`src/rtl/param_updown_counter.sv`:
```
// Multi-mode unsigned counter: wrap by 1 or STEP, saturating count, load and hold.
// Every output is registered and updated on the same rising edge of clk.
module param_updown_counter #(
  parameter int          WIDTH = 8,
  parameter int unsigned STEP  = 3
) (
  input  logic             clk,
  input  logic             reset,
  input  logic             enable,
  input  logic [2:0]       mode,
  input  logic [WIDTH-1:0] D,
  output logic [WIDTH-1:0] Q,
  output logic             rco,
  output logic             load,
  output logic             sat
);

  typedef enum logic [2:0] {
    M_UP1   = 3'b000,
    M_DOWN1 = 3'b001,
    M_UPN   = 3'b010,
    M_LOAD  = 3'b011,
    M_DOWNN = 3'b100,
    M_SATUP = 3'b101,
    M_SATDN = 3'b110,
    M_HOLD  = 3'b111
  } mode_e;

  localparam logic [WIDTH:0]   STEP_EXT = (WIDTH+1)'(STEP);
  localparam logic [WIDTH-1:0] ONES     = '1;

  logic [WIDTH-1:0] q_nxt;
  logic             rco_nxt, load_nxt, sat_nxt;
  logic [WIDTH:0]   sum_n;
  logic             q_max, q_zero;

  // Carry of the by-STEP add comes from the extra top bit, never a truncated value.
  assign sum_n  = {1'b0, Q} + STEP_EXT;
  assign q_max  = (Q == ONES);
  assign q_zero = (Q == '0);

  always_comb begin
    q_nxt    = Q;
    rco_nxt  = 1'b0;
    load_nxt = 1'b0;
    sat_nxt  = 1'b0;
    case (mode_e'(mode))
      M_UP1: begin
        q_nxt   = Q + 1'b1;
        rco_nxt = q_max;
      end
      M_DOWN1: begin
        q_nxt   = Q - 1'b1;
        rco_nxt = q_zero;
      end
      M_UPN: begin
        q_nxt   = sum_n[WIDTH-1:0];
        rco_nxt = sum_n[WIDTH];
      end
      M_LOAD: begin
        q_nxt    = D;
        load_nxt = 1'b1;
      end
      M_DOWNN: begin
        q_nxt   = Q - STEP_EXT[WIDTH-1:0];
        rco_nxt = ({1'b0, Q} < STEP_EXT);
      end
      M_SATUP: begin
        q_nxt   = q_max ? Q : Q + 1'b1;
        sat_nxt = q_max;
      end
      M_SATDN: begin
        q_nxt   = q_zero ? Q : Q - 1'b1;
        sat_nxt = q_zero;
      end
      default: q_nxt = Q;
    endcase
  end

  always_ff @(posedge clk) begin
    if (!reset) begin
      Q    <= '0;
      rco  <= 1'b0;
      load <= 1'b0;
      sat  <= 1'b0;
    end else if (enable) begin
      Q    <= q_nxt;
      rco  <= rco_nxt;
      load <= load_nxt;
      sat  <= sat_nxt;
    end else begin
      rco  <= 1'b0;
      load <= 1'b0;
      sat  <= 1'b0;
    end
  end

  mode_known_a: assert property (@(posedge clk) (reset && enable) |-> !$isunknown(mode))
    else $error("mode is X/Z while enabled");

endmodule

```
`config.mk`:
```
export PLATFORM = sky130hd
export DESIGN_NAME = param_updown_counter
export DESIGN_NICKNAME = d
export VERILOG_FILES = /design/src/rtl/param_updown_counter.sv
export SDC_FILE = /design/constraint.sdc
export NUM_CORES = 1
export LEC_CHECK = 0
export CORE_UTILIZATION = 57
export CTS_CLUSTER_DIAMETER = 50
export DETAILED_ROUTE_END_ITERATION = 12
export MAX_ROUTING_LAYER = met4
export PLACE_DENSITY_LB_ADDON = 0.3
export SYNTH_ARGS = -nofsm -noshare
export SYNTH_HDL_FRONTEND = slang
export SYNTH_SLANG_ARGS = --single-unit
```
`constraint.sdc`:
```
create_clock -name clk -period 3.99 [get_ports clk]
set_input_delay 0.399 -clock clk [delete_from_list [all_inputs] [get_ports clk]]
set_output_delay 0.399 -clock clk [all_outputs]
set_load 0.005 [all_outputs]
```
Yosys cells after proc, flatten, opt, wreduce, memory -nomap -nowiden
Index checks and enable logic that the tools add are counted.
{"block": "op_classes", "addsub": 4, "n_lt_le_gt_ge": 1, "eq_ne": 9, "mux": 6, "n_reduce_logical": 5}
{"cell": "8-bit one-hot mux with 7 select lines", "n": 1}
{"cell": "8-bit 2-to-1 mux", "n": 2}
{"cell": "8-bit by 2-bit adder with 9-bit output (second input constant)", "n": 1}
{"cell": "3-bit == test (second input constant)", "n": 3}
{"cell": "8-bit by 1-bit adder with 8-bit output (second input constant)", "n": 1}
{"cell": "8-bit == test (second input constant)", "n": 1}
{"cell": "8-bit zero test", "n": 1}
{"cell": "8-bit by 2-bit < comparator with 1-bit output (second input constant)", "n": 1}
{"cell": "8-bit by 1-bit subtractor with 8-bit output (second input constant)", "n": 1}
{"cell": "8-bit by 2-bit subtractor with 8-bit output (second input constant)", "n": 1}
{"cell": "7-bit nonzero test", "n": 1}
{"cell": "3-bit by 2-bit == test with 1-bit output (second input constant)", "n": 2}
{"cell": "2-bit != test (second input constant)", "n": 2}
{"cell": "1-bit one-hot mux with 4 select lines", "n": 1}
{"cell": "4-bit AND reduction", "n": 1}
{"cell": "3-bit by 1-bit == test with 1-bit output (second input constant)", "n": 1}
{"cell": "3-bit zero test", "n": 1}
{"cell": "1-bit one-hot mux with 2 select lines", "n": 1}
{"cell": "2-bit AND reduction", "n": 1}
{"cell": "1-bit 2-to-1 mux", "n": 1}
{"block": "totals", "reg_bits": 11, "in_bits": 14}

Logic depth before layout (Yosys ltp)
{"block": "logic_depth", "ltp_word": 3, "mapped_depth": 9, "mapped_depth_nobuf": 8}

Least setup slack after synthesis
Ideal clock, no wire load.
{"block": "synth_timing", "path_type": "input to register", "start": "in mode[1]", "end": "reg Q[6]", "t_arrival_ps": 2185, "required_time_ps": 3867, "slack_ps": 1681, "stages": 9, "path_cell_list": "buf_2 nor3b_1 or2_2 fa_1 a211oi_1 o21ai_0 a21oi_1 mux2i_1 a31oi_1"}
{"block": "synth_between", "elab_chain_len": 3, "word_cells_on_any_way": 12}
{"element": "start: declaration", "line": "10", "rtl": "input logic [2:0] mode,"}
{"element": "3-bit == test (tied with other cells)", "line": "47", "rtl": "case (mode_e'(mode))"}
{"element": "7-bit nonzero test (no line) or 2-bit != test (tied branches)"}
{"element": "4-bit AND reduction (no line)"}
{"element": "end signal: assignment", "line": "87", "rtl": "Q <= q_nxt;"}
{"element": "end: declaration", "line": "12", "rtl": "output logic [WIDTH-1:0] Q,"}
Parallel ways exist; a longest one is shown, timed or not.
A chain may end at the register's enable or synchronous reset.

Worst setup path in the final report
{"block": "layout_timing", "start": "in mode[2]", "end": "reg Q[4]"}
Same word-level chain as after synthesis.

==> results.cfg <==
[status]
status = finished, final reports clean

[critical_path]
critPathCaptureType = flip-flop
max_stage_delay_ns = 0.69
cp_cell_sequence = clkdlybuf4s50_1 -> and3b_1 -> or2_2 -> fa_1 -> a21o_1 -> a211oi_1 -> o32ai_1 -> nor3_1 -> a21oi_1
required_ns = 4.17
crit_path_max_fanout = 16
slowest_stage = clkdlybuf4s50_1
r2r_slack_ns = 1.87
worst-path-buf-inv = 1
crit_path_start = mode[2]
timing.rr.end = Q[7]
r2r_start = Q[4]
start_kind = input pin
crit_family = simple AND/OR/NAND/NOR gates
critical_path_class = input pin to flip-flop
arrival_ns = 3.21
reg2regPathDepth = 6

[synthesis]
seq_area_frac_synth_pct = 15.7
synth_edf_count = 0
synth-async-reset-ratio_pct = 0
avgSynthCellArea_sq_um = 7.62
synth_nets = 208
synth.distinct_cells = 55
ys_seq_elements = 11
yosysWarnings = 0
synth_flop_cell = dfxtp_1
netlist_area_sq_mm = 0.00140
synthCells = 184

[pwr]
switching_share_pct = 41.0
clkPwrFrac_pct = 20.2
p_leak_uw = 0.000667
p_int_uw = 258
switching_power_uw = 179
comb_power_share_pct = 45.5
seqPwrFrac_pct = 34.3
ir_drop_mv = 0.207
p_per_area_mw_per_mm2 = 268

[layout]
drive_gt1_share_pct = 5.50
diodes = 0
fill_cells = 189
area_growth_pct = 16.2
layout_common_cells = clkdlybuf4s50_1, o21ai_0, nor2_1
regArea_sq_um = 220
final_cells = 228
nets = 225
final_common_cell = clkdlybuf4s50_1
multiInputGateArea_sq_mm = 0.00106

[run]
maxCapViolCount = 0

[global_route]
busiest_layer = met2
grt_start_max_net_pins = 25
track_usage_pct = 33.0
use_met3_pct = 3.51
grt.met1_usage_pct = 39.9
grt_overflow = 0
grt_antenna_before_repair = 0
grt_pass1_vias = 1455
grt_pass1_wl_um = 6440
grt_util_met2_pct = 53.7

[clock_tree]
cts_buffer_depth = 2
cts_resized = 0
post-cts-setup-buffers = 0
cts_buffers = 3
cts_tree = built
root_buffer = clkbuf_4
cts.sinks = 11
clk-insertion-delay-late_ns = 0.29
cts.clk_slew.worst_paths_ns = 0.09
hold_buffers = 0
htreeDepth = 1

[worst_hold_path]
hold_path_class = flip-flop to flip-flop
hold_end = Q[1]
whs_path_depth = 2
hp-start = Q[1]

[placement]
dp_hpwl_um = 2760
pre_cts_slack_ns = 0.688
place_inst = 224
gp_congestion = 0.927
io_buffers = 24

[detailed_routing]
num_vias = 1527
drt_iter0_markers = 73
drc = 0
ant_nets = 0
firstDrtPassIters = 5
wl_per_cell_um = 17.0
vias_per_cell = 6.70
wirelength_um = 3890

[floorplan]
pin_count = 25
dieArea_sq_mm = 0.00266
core_sq_mm = 0.00225
die_w_um = 51.6
start_util_pct = 62.2
die_h_um = 51.6
core.rowCount = 17

[sta]
drv_slew = 0
worstMarginPinSlew_ns = 0.756
fin_worst_skew_ns = 0.00818
fin_setup_tns_ns = 0
min_period_ns = 3.03
rsz0062_at_grt = false
hold_violations = 0
period_share_pct = 76.0
relSlewSlack_pct = 49.5
finalWorstSetupSlack_ns = 0.956
finalSetupViolations = 0
fmax_mhz = 330
## synth_stat cells (all sizes together), types with 4 or more instances
cell type	n	area (sq um)
a31oi	6	37.5
buf	12	82.6
a21oi	10	50.1
nor2	12	45.0
nor3	7	40.0
dfxtp	11	220
a221oi	4	41.3
o21ai	15	75.1
inv	9	33.8
xor2	4	35.0
a211oi	5	37.5
nand3	9	45.0
nand2b	6	37.5
nand2	11	41.3
xnor2	4	35.0
ha	9	113
## sequential cells by signal, summed over array words and instances (netlist names)
signal / cells
rco: 1
sat: 1
load: 1
Q: 8
## worst reg2reg max path, stage by stage (launching register included)
cell and delay [ns]:
dfxtp_1 0.71, ha_1 0.38, nand3_1 0.10, o2111ai_1 0.20, o31ai_1 0.30, mux2i_1 0.23, a31oi_1 0.09
## stage by stage
stage,power [uW],util [%],hold WS [ns],instance area (sq um)
2_1_floorplan,291,-,0.538,1400
3_3_place_gp,337,71.0,0.658,1600
3_5_place_dp,346,71.0,0.680,1600
4_1_cts,432,72.2,0.695,1630
5_1_grt,463,72.2,0.730,1630
6_report,437,72.2,0.696,1630
## how the worst max path moves through the flow
| stage | end | slack [ns] | cells past startpoint |
|---|---|---|---|
| detailed placement | Q[6] | 0.69 | 9 |
| floorplan | Q[6] | 1.68 | 9 |
| finish | Q[4] | 0.96 | 9 |
| global placement | Q[7] | 0.82 | 9 |
| CTS | Q[6] | 0.98 | 9 |
| global route | Q[6] | 0.70 | 9 |
## kinds of logic (layout without fill, tap and decap cells)
logic type / Yosys count / count (layout) / synth area share (%)
simple gates: 69 / 69 / 28.8
compound gates: 60 / 60 / 30.0
buf+inv: 23 / 39 / 8.84
flops: 11 / 11 / 15.7
fa+ha+maj: 10 / 10 / 9.46
xor+xnor: 8 / 8 / 5.00
mux: 3 / 3 / 2.14
## metal layers
metal | wire length [um] | vias to the layer above
met1 | 1590 | 700
met5 | 0 | -
met4 | 95 | 0
li1 | - | 722
met3 | 384 | 15
met2 | 1820 | 90
## cell type report
type	instances	area share, %
clock buffers	4	1.61
inverters	9	2.08
multi-input cells	150	64.9
flip-flops and latches	11	13.5
well taps	28	2.15
repair buffers	26	15.7
## power groups by stage
stage          sequential (uW)  clock, uW  combinational, uW
2_1_floorplan              133          0                158
3_3_place_gp               151          0                186
3_5_place_dp               152          0                195
4_1_cts                    149       87.3                196
5_1_grt                    152       92.6                218
6_report                   150       88.2                199
No activity file was read; power rests on OpenSTA's default activity.
